## src/rtl/axi_full_mst_line.sv

```systemverilog
// axi_full_mst_line
//   Cache-line burst master. It takes one whole-line refill or writeback
//   request, buffers the line, and issues a single INCR burst of BEAT_NUM
//   beats of DW bits on an AXI4 full bus. When the burst ends it gives a
//   one-cycle completion pulse with the assembled line and an error flag.
//
//   Optional feature: define AXI_MST_RESP_CHK_EN to report BRESP/RRESP
//   errors and RLAST/beat-count mismatches on rsp_err. When it is not
//   defined, rsp_err is tied to 0.
//
// Ports
//   CLK, RSTn             clock (rising edge); async active-low reset
//   req_valid/ready       request handshake; ready only in IDLE
//   req_wr                1 = writeback, 0 = refill
//   req_addr              line address; the in-line offset bits are dropped
//   req_wdata             writeback line; beat i = [i*DW +: DW]
//   rsp_valid             one-cycle completion pulse
//   rsp_rdata             line buffer (refill data); valid with rsp_valid
//   rsp_err               completion error status
//   MEM_AW*/W*/B*/AR*/R*  AXI4 master channels toward the SRAM slave
module axi_full_mst_line #(
   parameter int DW       = 64,
   parameter int BEAT_NUM = 8
) (
   input  logic                   CLK,
   input  logic                   RSTn,
   input  logic                   req_valid,
   output logic                   req_ready,
   input  logic                   req_wr,
   input  logic [31:0]            req_addr,
   input  logic [DW*BEAT_NUM-1:0] req_wdata,
   output logic                   rsp_valid,
   output logic [DW*BEAT_NUM-1:0] rsp_rdata,
   output logic                   rsp_err,
   output logic [31:0]            MEM_AWADDR,
   output logic [7:0]             MEM_AWLEN,
   output logic [2:0]             MEM_AWSIZE,
   output logic [1:0]             MEM_AWBURST,
   output logic                   MEM_AWVALID,
   input  logic                   MEM_AWREADY,
   output logic [DW-1:0]          MEM_WDATA,
   output logic [DW/8-1:0]        MEM_WSTRB,
   output logic                   MEM_WLAST,
   output logic                   MEM_WVALID,
   input  logic                   MEM_WREADY,
   input  logic [1:0]             MEM_BRESP,
   input  logic                   MEM_BVALID,
   output logic                   MEM_BREADY,
   output logic [31:0]            MEM_ARADDR,
   output logic [7:0]             MEM_ARLEN,
   output logic [2:0]             MEM_ARSIZE,
   output logic [1:0]             MEM_ARBURST,
   output logic                   MEM_ARVALID,
   input  logic                   MEM_ARREADY,
   input  logic [DW-1:0]          MEM_RDATA,
   input  logic [1:0]             MEM_RRESP,
   input  logic                   MEM_RLAST,
   input  logic                   MEM_RVALID,
   output logic                   MEM_RREADY
);

   localparam int          LINE_BYTES = DW / 8 * BEAT_NUM;
   localparam int          OFF_W      = $clog2(LINE_BYTES);
   localparam int          IW         = (BEAT_NUM > 1) ? $clog2(BEAT_NUM) : 1;
   localparam logic [7:0]  LAST_CNT   = 8'(BEAT_NUM - 1);
   localparam logic [31:0] ADDR_MASK  = ~((32'd1 << OFF_W) - 32'd1);

   typedef enum logic [2:0] {
      S_IDLE, S_AW, S_W, S_B, S_AR, S_R, S_RSP
   } state_t;

   state_t                       state, state_nxt;
   logic [7:0]                   cnt;
   logic [BEAT_NUM-1:0][DW-1:0]  line_buf;
   logic [31:0]                  addr;
   // Low until the first clock after reset release, so req_ready stays 0
   // while RSTn is held low even though the FSM sits in IDLE.
   logic                         started;

   logic          accept, w_hs, r_hs, cnt_last, r_done;
   logic [IW-1:0] idx;

   assign accept   = req_valid & req_ready;
   assign w_hs     = MEM_WVALID & MEM_WREADY;
   assign r_hs     = MEM_RVALID & MEM_RREADY;
   assign cnt_last = (cnt == LAST_CNT);
   // RLAST ends the burst; so does the final counted beat, even if the
   // slave never raises RLAST.
   assign r_done   = r_hs & (MEM_RLAST | cnt_last);
   assign idx      = cnt[IW-1:0];

   // ---------------- FSM: state register ----------------
   always_ff @(posedge CLK or negedge RSTn) begin
      if (!RSTn) state <= S_IDLE;
      else       state <= state_nxt;
   end

   // ---------------- FSM: next state ----------------
   always_comb begin
      state_nxt = state;
      case (state)
         S_IDLE: if (accept)             state_nxt = req_wr ? S_AW : S_AR;
         S_AW:   if (MEM_AWREADY)        state_nxt = S_W;
         S_W:    if (w_hs && cnt_last)   state_nxt = S_B;
         S_B:    if (MEM_BVALID)         state_nxt = S_RSP;
         S_AR:   if (MEM_ARREADY)        state_nxt = S_R;
         S_R:    if (r_done)             state_nxt = S_RSP;
         S_RSP:                          state_nxt = S_IDLE;
         default:                        state_nxt = S_IDLE;
      endcase
   end

   // ---------------- FSM: outputs ----------------
   always_comb begin
      req_ready   = 1'b0;
      rsp_valid   = 1'b0;
      MEM_AWVALID = 1'b0;
      MEM_WVALID  = 1'b0;
      MEM_WLAST   = 1'b0;
      MEM_BREADY  = 1'b0;
      MEM_ARVALID = 1'b0;
      MEM_RREADY  = 1'b0;
      case (state)
         S_IDLE: req_ready   = started;
         S_AW:   MEM_AWVALID = 1'b1;
         S_W: begin
            MEM_WVALID = 1'b1;
            MEM_WLAST  = cnt_last;
         end
         S_B:    MEM_BREADY  = 1'b1;
         S_AR:   MEM_ARVALID = 1'b1;
         S_R:    MEM_RREADY  = 1'b1;
         S_RSP:  rsp_valid   = 1'b1;
         default: ;
      endcase
   end

   // ---------------- datapath ----------------
   always_ff @(posedge CLK or negedge RSTn) begin
      if (!RSTn) started <= 1'b0;
      else       started <= 1'b1;
   end

   always_ff @(posedge CLK or negedge RSTn) begin
      if (!RSTn) begin
         addr     <= '0;
         cnt      <= '0;
         line_buf <= '0;
      end else if (accept) begin
         addr     <= req_addr & ADDR_MASK;
         cnt      <= '0;
         line_buf <= req_wdata;
      end else begin
         if (state == S_W && w_hs) cnt <= cnt + 8'd1;
         if (state == S_R && r_hs) begin
            line_buf[idx] <= MEM_RDATA;
            cnt           <= cnt + 8'd1;
         end
      end
   end

`ifdef AXI_MST_RESP_CHK_EN
   logic err;

   // Reads accumulate: any non-OKAY beat, or RLAST not lining up with the
   // final counted beat (early or missing), flags the line as bad.
   always_ff @(posedge CLK or negedge RSTn) begin
      if (!RSTn) begin
         err <= 1'b0;
      end else if (accept) begin
         err <= 1'b0;
      end else if (state == S_B && MEM_BVALID) begin
         err <= (MEM_BRESP != 2'b00);
      end else if (state == S_R && r_hs) begin
         err <= err | (MEM_RRESP != 2'b00) | (MEM_RLAST != cnt_last);
      end
   end

   assign rsp_err = err;
`else
   logic unused_resp;
   assign unused_resp = ^{MEM_BRESP, MEM_RRESP};
   assign rsp_err     = 1'b0;
`endif

   assign rsp_rdata   = line_buf;
   assign MEM_WDATA   = line_buf[idx];
   assign MEM_WSTRB   = '1;
   assign MEM_AWADDR  = addr;
   assign MEM_ARADDR  = addr;
   assign MEM_AWLEN   = LAST_CNT;
   assign MEM_ARLEN   = LAST_CNT;
   assign MEM_AWSIZE  = 3'($clog2(DW / 8));
   assign MEM_ARSIZE  = 3'($clog2(DW / 8));
   assign MEM_AWBURST = 2'b01;
   assign MEM_ARBURST = 2'b01;

endmodule

```

## config.mk

```make
export PLATFORM = sky130hd
export DESIGN_NAME = axi_full_mst_line
export DESIGN_NICKNAME = d
export VERILOG_FILES = /design/src/rtl/axi_full_mst_line.sv
export SDC_FILE = /design/constraint.sdc
export NUM_CORES = 1
export LEC_CHECK = 0
export ABC_AREA = 1
export ABC_CLOCK_PERIOD_IN_PS = 1800
export BUFFER_PORTS_ARGS = -buffer_cell sky130_fd_sc_hd__buf_2
export CORE_AREA = 2 2 511 513
export DETAILED_ROUTE_END_ITERATION = 12
export DIE_AREA = 0 0 513 515
export PLACE_DENSITY = 0.3
export SYNTH_ARGS = -nofsm -noshare
export SYNTH_HDL_FRONTEND = slang
export SYNTH_SLANG_ARGS = --single-unit
export TNS_END_PERCENT = 1
```

## constraint.sdc

```tcl
create_clock -name CLK -period 1.8 [get_ports CLK]
set_input_delay 0.27 -clock CLK [delete_from_list [all_inputs] [get_ports CLK]]
set_output_delay 0.27 -clock CLK [all_outputs]
set_load 0.05 [all_outputs]
```

==> summary.txt <==
Clock network
  – Bufs on Longest Clock Path: 3
  – Num CTS Buffers: 82
  – H-tree Lvls: 3
  – CTS tree: yes
  – Clk pin slew, worst setup/hold paths: 0.06 ns
  – Clock sink count: 550
  – Clock tree root buffer cell: clkbuf_16
  – Skew-Pair Late Insertion Delay: 0.73 ns

Critical path
  – Crit path kind: reg -> out
  – Critical Path RT: 1.53 ns
  – Critical path origin: cnt[0]
  – WP data arrival: 2.61 ns
  – CP max FO: 35
  – Worst R2R Start: cnt[1]
  – Startpoint types: register
  – Setup crit end kind: output pin

Run status
  – Outcome: complete, but fails checks
  – Violated checks: setup timing

Floorplan
  – Io pins: 1305
  – Initial Util: 11.0%
  – CORE AREA: 259000 um2
  – Die ar.: 264000 um2
  – Cell Rows: 187
  – Die Width: 513 um
  – Die Ht: 515 um

Power
  – Total Power: 117000 uW
  – Internal: 50100 uW
  – VDD IR max: 1.19 mV
  – Switch share: 57.0%
  – Seq pwr share: 21.6%
  – PwrDens: 2140 nW/um2
  – P_sw: 66500 uW
  – Clk network pwr share: 15.3%
  – Leakage power figure: 0.0255 uW
  – Logic pwr share: 63.1%

Hold path
  – Worst hold path type: in -> reg
  – Hold path startpoint: MEM_RDATA[47]

Detailed routing
  – Detailed-route via count: 37100
  – Pre-antenna DRT Iters: 5
  – Vias per inst: 3.99
  – Initial DRC Count: 2563
  – WL/cell: 30.2 um
  – Residual DRC: 0
  – Antenna-violating nets left: 0
  – Post-Route WL: 281000 um

Global route
  – GR Util All Layers: 20.6%
  – Total gr overflow: 0
  – Vias in the first global route: 38800
  – Antenna violations before repair: 50
  – Largest net degree at the start of global routing: 79
  – First-pass GRT wire length: 367000 um

Synth
  – Number of flops mapped to enable cells by yosys: 0
  – #FFs+latches synth: 550
  – Post-synth ARST share: 100%
  – Register area share after synthesis: 48.5%
  – Cell area after synthesis: 28400 um2
  – Syn_area_per_cell: 7.74 um2
  – Cells after synthesis: 3669
  – Synth top area cells: dfrtp_1, nand2_1, o211ai_1, nand3_1, o21ai_0
  – Synth Flop Type: dfrtp_1
  – Synth warn: 0
  – Post-synthesis cell type count: 36
  – Area leader, netlist: dfrtp_1
  – Yosys top cell area share: 48.5%

STA
  – Final hold vios: 0
  – Worst Clk Skew: 0.0507 ns
  – Final setup TNS: -166.99 ns
  – Peak Freq: 347 MHz
  – Fin crit share: 160%
  – Max-slew headroom at the worst pin: 60.7%
  – Final worst path period need: 2.88 ns
  – RSZ-0062 raised after global routing: true
  – Worst Slack Setup Final: -1.08 ns
  – Slew @ Worst Pin: 0.590 ns
  – Final Max Slew Viols: 0
  – Final setup violation count: 581

Place
  – Dpl hpwl: 222000 um
  – # port buffers: 1247
  – Final GP Congestion: 0.862

Cells and area
  – Fill cells: 29100
  – Storage cell area: 13800 um2
  – Multi-input gate area in the final layout: 13500 um2
  – Area grow syn2layout: 92.0%
  – Share of cells above drive strength 1: 36.4%
  – Nets: 6432

Flow run
  – Maximum capacitance violations: 0
[registers in the layout (all words and copies together), names as in the netlist]
register / count
started: 1
MEM_ARADDR: 26
rsp_rdata: 512
cnt: 8
state: 3
[metrics by stage]
stage,cell area [um2],worst slack (ns),hold WS [ns],std cells,utilization (%)
2_1_floorplan,28800,-0.137,-0.0256,3715,-
3_3_place_gp,42700,-0.513,0.170,8477,16.5
3_5_place_dp,42700,-0.484,0.168,8477,16.5
4_1_cts,53600,-1.16,0.00987,9271,20.7
5_1_grt,54500,-1.19,0.0126,9289,21.1
6_report,54500,-1.08,0.0507,9306,21.1
[layer usage]
layer	vias up	GRT usage [%]	wire, um
met4	8	5.96	8700
li1	16500	-	-
met5	-	0	38
met1	18600	25.7	120000
met2	1708	34.9	134000
met3	319	4.94	19200
[cells in the final DEF (no fill, tap or decap), types with 48 or more instances in the layout]
cell              n
nand2_1        1467
buf_2           964
dlygate4sd3_1   599
dfrtp_1         518
buf_4           338
nand3_1         334
o211ai_1        278
buf_12          147
clkbuf_4        128
o21ai_0         125
buf_6           115
inv_1           114
clkbuf_16        86
nand2_2          78
nand4_1          62
conb_1           48
[kinds of logic (layout without fill, tap and decap cells)]
| kind of cell | count (synthesis) | count (layout) | share of synthesized area, % |
|---|---|---|---|
| AND/OR/NAND/NOR | 2079 | 2079 | 30.3 |
| AO/OA/AOI/OAI | 564 | 564 | 13.1 |
| flip-flops | 550 | 550 | 48.5 |
| buffers and inverters | 469 | 2627 | 7.96 |
| XOR/XNOR | 4 | 4 | 0.123 |
| other | 2 | 79 | 0.0264 |
| adder cells (fa/ha/maj) | 1 | 1 | 0.0441 |
[final timing paths]
| kind | to | slack [ns] | cells past startpoint |
|---|---|---|---|
| worst max-delay path | MEM_WDATA[15] | -1.08 | 10 |
| worst min-delay path | rsp_rdata[239] | 0.05 | 4 |
| worst max register to register | rsp_rdata[280] | -0.44 | 10 |
| worst min register to register | MEM_ARADDR[26] | 0.51 | 2 |
| max in group asynchronous | rsp_rdata[267] | 0.83 | 3 |
| min in group asynchronous | rsp_rdata[38] | 0.33 | 3 |
[power groups by stage]
stage | clock network [uW] | registers [uW] | logic [uW]
after floorplan | 0 | 41400 | 19500
after detailed placement | 0 | 25000 | 67000
after global placement | 0 | 25000 | 67000
after CTS | 18300 | 25000 | 73100
final | 17800 | 25200 | 73600
after global routing | 18700 | 25900 | 77100
[critical path: stages (launching register included)]
cell	delay [ns]
dfrtp_2	0.43
buf_4	0.16
inv_8	0.09
nor2_4	0.05
buf_12	0.15
buf_6	0.22
nand2_1	0.05
nand2_1	0.05
nor2_1	0.09
nand4_1	0.21
buf_12	0.23
[synthesized netlist by cell type (8+ instances only)]
library cell  count
nor2_1           45
clkbuf_1        113
dfrtp_1         550
inv_1           130
buf_4            84
buf_2           111
nand4_1          62
a211oi_1          8
o21ai_0         147
buf_1             9
a21oi_1          40
o2111ai_1        12
nand2_2           9
inv_2            15
nor2_2            8
nand2_1        1564
or2_2            12
o211ai_1        278
o21ai_1          27
a22oi_1          47
nand3_1         361
[cell type report]
type	instances	area share, %
repair buffers	2333	35.6
flip-flops and latches	550	25.3
multi-input cells	2696	24.7
well taps	3402	7.81
clock buffers	120	4.40
inverters	146	1.20
clock inverters	28	0.829
diodes	31	0.142
[timing repair]
item	4_1_cts	5_1_grt
cloned	4	1
gates resized for setup	450	339
buffers inserted	43	4
hold endpoints to repair	921	0
endpoints found under the setup margin	884	794
pin swaps	61	26
hold buffers	599	0
Note: power is estimated with default switching activity, not from simulation.
